==> src/rtl/photonic_pkg.sv <==
// Shared definitions for the photonic interconnect link.
// Holds the frame field offsets (common to transmitter and receiver) and the
// buffered receive-entry layout.
//
// Frame layout, MSB to LSB: {dest_id, data, src_id}
// Buffered entry layout, MSB to LSB: {data, src_id}
package photonic_pkg;

    localparam int ID_W_DEF   = 2;
    localparam int DATA_W_DEF = 2;
    localparam int DROP_MAX   = 255;

    // Offsets are functions of the field widths so parameterised users and
    // the transmitter agree on the layout for any width choice.
    function automatic int src_lsb();
        return 0;
    endfunction

    function automatic int data_lsb(input int id_w);
        return id_w;
    endfunction

    function automatic int dest_lsb(input int id_w, input int data_w);
        return id_w + data_w;
    endfunction

    localparam int SRC_LSB  = 0;
    localparam int DATA_LSB = ID_W_DEF;
    localparam int DEST_LSB = ID_W_DEF + DATA_W_DEF;

    typedef struct packed {
        logic [DATA_W_DEF-1:0] data;
        logic [ID_W_DEF-1:0]   src_id;
    } rx_entry_t;

endpackage

==> src/rtl/rx_fifo.sv <==
// Synchronous first-word-fall-through FIFO.
// Ports:
//   clk, rst_n      clock, asynchronous active-low reset
//   push, wdata     write request and data
//   pop             remove head (ignored when empty)
//   rdata           head entry (valid while !empty)
//   full, empty     derived from the occupancy count
//   level           number of occupied entries
module rx_fifo #(
    parameter int WIDTH = 4,
    parameter int DEPTH = 4,
    localparam int PW = $clog2(DEPTH),
    localparam int LW = PW + 1
) (
    input  logic             clk,
    input  logic             rst_n,
    input  logic             push,
    input  logic [WIDTH-1:0] wdata,
    input  logic             pop,
    output logic [WIDTH-1:0] rdata,
    output logic             full,
    output logic             empty,
    output logic [LW-1:0]    level
);

    logic [WIDTH-1:0] r_mem [DEPTH];
    logic [PW-1:0]    r_wr_ptr;
    logic [PW-1:0]    r_rd_ptr;
    logic [LW-1:0]    r_level;
    logic             w_pop_ok;
    logic             w_push_ok;

    assign empty = (r_level == '0);
    assign full  = (r_level == LW'(DEPTH));

    // A push into a full FIFO is legal only when the head leaves on the same edge.
    assign w_pop_ok  = pop && !empty;
    assign w_push_ok = push && (!full || w_pop_ok);

    // Memory is reset too so the head output reads 0 straight out of reset.
    always_ff @(posedge clk or negedge rst_n) begin
        if (!rst_n) begin
            for (int i = 0; i < DEPTH; i++) begin
                r_mem[i] <= '0;
            end
        end else if (w_push_ok) begin
            r_mem[r_wr_ptr] <= wdata;
        end
    end

    always_ff @(posedge clk or negedge rst_n) begin
        if (!rst_n) begin
            r_wr_ptr <= '0;
            r_rd_ptr <= '0;
            r_level  <= '0;
        end else begin
            if (w_push_ok) begin
                r_wr_ptr <= r_wr_ptr + PW'(1);
            end
            if (w_pop_ok) begin
                r_rd_ptr <= r_rd_ptr + PW'(1);
            end
            if (w_push_ok && !w_pop_ok) begin
                r_level <= r_level + LW'(1);
            end else if (w_pop_ok && !w_push_ok) begin
                r_level <= r_level - LW'(1);
            end
        end
    end

    assign rdata = r_mem[r_rd_ptr];
    assign level = r_level;

endmodule

==> src/rtl/receiver.sv <==
// Receiving end of the photonic link.
// Captures the bus frame every cycle, keeps frames addressed to my_id, buffers
// {data, src_id} in an FWFT FIFO and hands them out over valid/ready.
// Matching frames that find the FIFO full are dropped, counted and flagged.
// Ports:
//   clk, rst_n                 clock, asynchronous active-low reset
//   my_id                      static node ID
//   rx_in, rx_valid            bus frame {dest_id, data, src_id} and its strobe
//   out_data, out_src_id       FIFO head payload and source
//   out_valid, out_ready       head handshake
//   fifo_level                 FIFO occupancy
//   overflow, drop_count       sticky drop flag, saturating drop counter
//   clear_status               clears overflow/drop_count on the next edge
module receiver
    import photonic_pkg::*;
#(
    parameter int ID_WIDTH   = 2,
    parameter int DATA_WIDTH = 2,
    parameter int FIFO_DEPTH = 4
) (
    input  logic                            clk,
    input  logic                            rst_n,
    input  logic [ID_WIDTH-1:0]             my_id,
    input  logic [2*ID_WIDTH+DATA_WIDTH-1:0] rx_in,
    input  logic                            rx_valid,
    output logic [DATA_WIDTH-1:0]           out_data,
    output logic [ID_WIDTH-1:0]             out_src_id,
    output logic                            out_valid,
    input  logic                            out_ready,
    output logic [$clog2(FIFO_DEPTH):0]     fifo_level,
    output logic                            overflow,
    output logic [7:0]                      drop_count,
    input  logic                            clear_status
);

    localparam int FW     = 2 * ID_WIDTH + DATA_WIDTH;
    localparam int EW     = ID_WIDTH + DATA_WIDTH;
    localparam int DST_LO = dest_lsb(ID_WIDTH, DATA_WIDTH);

    logic [FW-1:0] r_cap_frame;
    logic          r_cap_vld;
    logic          r_overflow;
    logic [7:0]    r_drop_count;

    logic          w_match;
    logic          w_full;
    logic          w_empty;
    logic          w_pop;
    logic          w_push;
    logic          w_drop;
    logic [EW-1:0] w_head;

    // Capture stage: the bus is sampled every edge, strobe included.
    always_ff @(posedge clk or negedge rst_n) begin
        if (!rst_n) begin
            r_cap_vld   <= 1'b0;
            r_cap_frame <= '0;
        end else begin
            r_cap_vld   <= rx_valid;
            r_cap_frame <= rx_in;
        end
    end

    assign w_match = r_cap_vld && (r_cap_frame[DST_LO +: ID_WIDTH] == my_id);
    assign w_pop   = !w_empty && out_ready;
    assign w_push  = w_match && (!w_full || w_pop);
    assign w_drop  = w_match && w_full && !w_pop;

    // The low EW bits of the frame are exactly {data, src_id}.
    rx_fifo #(
        .WIDTH(EW),
        .DEPTH(FIFO_DEPTH)
    ) u_fifo (
        .clk   (clk),
        .rst_n (rst_n),
        .push  (w_push),
        .wdata (r_cap_frame[EW-1:0]),
        .pop   (w_pop),
        .rdata (w_head),
        .full  (w_full),
        .empty (w_empty),
        .level (fifo_level)
    );

    // A drop coinciding with a clear survives as a single fresh drop.
    always_ff @(posedge clk or negedge rst_n) begin
        if (!rst_n) begin
            r_overflow   <= 1'b0;
            r_drop_count <= '0;
        end else if (clear_status) begin
            r_overflow   <= w_drop;
            r_drop_count <= w_drop ? 8'd1 : 8'd0;
        end else if (w_drop) begin
            r_overflow <= 1'b1;
            if (r_drop_count != 8'(DROP_MAX)) begin
                r_drop_count <= r_drop_count + 8'd1;
            end
        end
    end

    assign out_valid  = !w_empty;
    assign out_data   = w_head[EW-1:ID_WIDTH];
    assign out_src_id = w_head[ID_WIDTH-1:0];
    assign overflow   = r_overflow;
    assign drop_count = r_drop_count;

endmodule

==> config.mk <==
export PLATFORM = sky130hd
export DESIGN_NAME = receiver
export DESIGN_NICKNAME = d
export VERILOG_FILES = /design/src/rtl/photonic_pkg.sv /design/src/rtl/rx_fifo.sv /design/src/rtl/receiver.sv
export SDC_FILE = /design/constraint.sdc
export NUM_CORES = 1
export LEC_CHECK = 0
export BUFFER_PORTS_ARGS = -buffer_cell sky130_fd_sc_hd__buf_2
export CORE_UTILIZATION = 49
export CTS_CLUSTER_DIAMETER = 30
export DETAILED_ROUTE_END_ITERATION = 7
export PLACE_DENSITY = 0.77
export SYNTH_ARGS = -nofsm -noshare
export SYNTH_HDL_FRONTEND = slang
export SYNTH_SLANG_ARGS = --single-unit
==> constraint.sdc <==
create_clock -name clk -period 1.9 [get_ports clk]
set_input_delay 0.19 -clock clk [delete_from_list [all_inputs] [get_ports clk]]
set_output_delay 0.19 -clock clk [all_outputs]
set_load 0.01 [all_outputs]
==> impl_metrics.toml <==
[setup_path]
worst_path_largest_cell_delay_ns = 0.45
rr_endpoint = "u_fifo.level[1]"
critical_path.startpoint = "u_fifo.level[0]"
critical_path.endpoint_type = "register"
worstReg2RegStart = "u_fifo.level[0]"
timing.setup.critical_path_class = "register to register"
critPathLaunchType = "register"
critPathArrivalTime_ns = 2.24
reg_to_reg_slack_setup_ns = -0.09
path_common_cell = "nor4b_4"
crit_path_cell_trace = "nor4b_4, nor4b_4, ha_4, inv_2, fa_2, mux2_2"
worstPathRequired_ns = 2.14
slowest_cell_on_crit_path = "dfrtp_2"
critPathMaxFanout = 3
rr_worst_depth = 6

[floorplan]
rows = 21
start_util = 0.525
pin_count = 30
dieWidth_um = 62.5
floorplan.core_area_um2 = 3420
die-area_um2 = 3910
floorplan.die.height_um = 62.5

[global_routing]
grt_usage = 0.207
gr-total-overflow = 0
vias_in_the_first_global_route = 1287
wire_length_of_the_first_global_routing_pass_mm = 6.05
grt_antenna_before_repair = 0
grt_start_max_net_pins = 22

[synthesis]
synth-seq-cells = 39
yosys-top-cells-area = "dfrtp_1 54%, mux2_2 11%, mux4_2 5.0%"
synth-edff-count = 0
cells_after_synth = 134
synth_adder_area_share = 0.0530
post_synthesis_simple_gate_area_fraction = 0.133
number_of_library_cell_types_mapped_by_synthesis = 29
seq_area_frac_synth = 0.544
synthMostInstantiatedCell = "dfrtp_1"
area_share_of_xor_xnor_cells_in_the_synthesized_design = 0.0391
yosys_most_used_dff = "dfrtp_1"
largest_family_of_logic_cells_by_synthesized_area = "multiplexers"
synth_largest_type_area_fraction = 0.544
async_reset_ff_frac = 1.00
yosysWarningCount = 0
post_synth_instance_area_um2 = 1790
synth_nets = 154
syn_avg_cell_area_um2 = 13.4
compound_gate_fraction_of_synth_area = 0.0586
synth_mux_area_frac = 0.157
synth.top_cells.by_count = "39 x dfrtp_1, 17 x mux2_2, 7 x a21oi_1, 7 x nand2_1"
synth_top_cell_by_area = "dfrtp_1"

[clock_tree]
clkLatencyLatePin_ns = 0.35
clock_tree.root_cell = "clkbuf_4"
count_of_clock_tree_sinks = 39
path_clk_slew_ns = 0.11
buffer_depth_of_the_longest_clock_path = 2
clock_tree_from_tritoncts = "done"
cts_made_buffers = 5
h-tree-depth = 2

[worst_hold_path]
worst_hold_path_cells = 2
hold-path-endpoint = "drop_count[5]"
min_path_type = "input port to register"
min_from = "clear_status"

[status]
outcome = "finished with violations"
violations = "negative setup slack"

[timing]
rsz0062_at_grt = "yes"
timing.final.crit_share = 1.05
fmax_mhz = 502
timing_worst_slew_pin_value_ns = 0.509
final.hold.worst_slack_ns = 0.116
final_critical_path_setup_slack_ns = -0.0931
min_period_ns = 1.99
final_hold_viol_count = 0
layout_skew_ns = 0.00490
slew_headroom = 0.659
finalMaxSlewViolations = 0
finalSetupViolCount = 2

[pwr]
swShare = 0.300
clk_network_pwr_share = 0.202
power.switching_w = 0.000860
total_power_density_per_cell_area_nw_per_um2 = 1230
pwr-share-comb = 0.350
power.ir.vdd_worst_v = 0.000891
p_int_w = 0.00201
power.sequential.fraction = 0.448
leakage_nw = 1.06

[cells_and_area]
drive_above_1_share = 0.466
finalNonFillerCells = 237
fin_area_um2 = 2320
area_growth_syn_to_layout_pct = 29.6
antenna-diode-count = 0
utilization = 0.680
layout.nets = 210

[placement]
placed_cells_incl_taps = 218
place_area_um2 = 2080
portBuffers = 29
hpwl_mm = 2.59
gp_congestion = 0.757

[route]
detail_route.first_pass.iterations = 4
antenna_violating_nets_post_route = 0
detailroute.via_count = 1244
avgViaCountPerCell = 5.25
wl_per_cell_um = 15.1
route.detailed.drc = 0
initialDrtViolationCount = 27
routed_wirelength_mm = 3.59

[job]
cap_violations = 0
## repair_timing
action	4_1_cts	5_1_grt
pin swaps	7	13
hold buffers	8	0
endpoints found under the setup margin	6	9
endpoints found under the hold margin	26	0
gates resized for setup	5	8
buffers inserted	1	2
## cell families after synthesis
logic type / Yosys count
flip-flops: 39
AND/OR/NAND/NOR: 34
multiplexers: 21
AO/OA/AOI/OAI: 18
XOR/XNOR: 8
buffers and inverters: 7
adder cells (fa/ha/maj): 7
## state kept, by name (all words and copies together), names as in the netlist
register and cells:
drop_count 8, overflow 1, r_cap_frame 6, r_cap_vld 1
u_fifo.level 3, u_fifo.r_mem 16, u_fifo.r_rd_ptr 2, u_fifo.r_wr_ptr 2
## power groups by stage
stage	clock network, W	registers (W)	logic [W]
CTS	0.000597	0.00129	0.000967
detailed placement	0	0.00131	0.000939
finish	0.000579	0.00128	0.00101
global route	0.000633	0.00133	0.00110
floorplan	0	0.00126	0.000626
global placement	0	0.00128	0.000898
## critical path: cells and delay by family (launching register included)
| kind | cells | cell delay, ns |
|---|---|---|
| simple gates | 2 | 0.52 |
| fa+ha+maj | 2 | 0.61 |
| buf+inv | 1 | 0.05 |
| flops | 1 | 0.45 |
| mux | 1 | 0.27 |
## worst max-delay path by stage
stage	slack [ns]	endpoint
after global routing	-0.14	u_fifo.level[2]
final	-0.09	u_fifo.level[1]
after detailed placement	-0.10	u_fifo.level[1]
after global placement	-0.03	u_fifo.level[2]
after CTS	-0.12	u_fifo.level[2]
after floorplan	-0.18	u_fifo.level[2]
## routing by layer
layer	track usage	vias to the layer above	wire length [µm]	part of all wire
met1	0.240	614	1470	0.41
li1	-	596	-	-
met4	0.0872	0	51	0.014
met2	0.351	29	1910	0.53
met3	0.0657	5	149	0.042
met5	0	-	0	0
## area by class of cell
cell class | instances | area [µm²]
fill | 275 | 1090
sequential | 39 | 977
inverter | 4 | 15.0
timing repair buffer | 52 | 342
clock buffer | 6 | 51.3
multi-input combinational | 88 | 846
tap | 46 | 57.6
clock inverter | 2 | 35.0
## metrics by stage
stage,TNS [ns],worst slack [ns],power [W]
floorplan,-0.325,-0.179,0.00188
global placement,-0.0557,-0.0350,0.00218
detailed placement,-0.268,-0.103,0.00225
CTS,-0.213,-0.124,0.00285
global route,-0.316,-0.141,0.00306
finish,-0.141,-0.0931,0.00287
## layout by cell type (no fill, tap or decap), types with 5 or more instances in the layout
master / instances
ha_1: 5
clkbuf_4: 5
mux2_2: 17
dlygate4sd3_1: 8
o21ai_0: 6
nand2_1: 6
dfrtp_1: 38
nand3_1: 6
buf_4: 14
buf_2: 29
No activity file was read; power rests on OpenSTA's default activity.
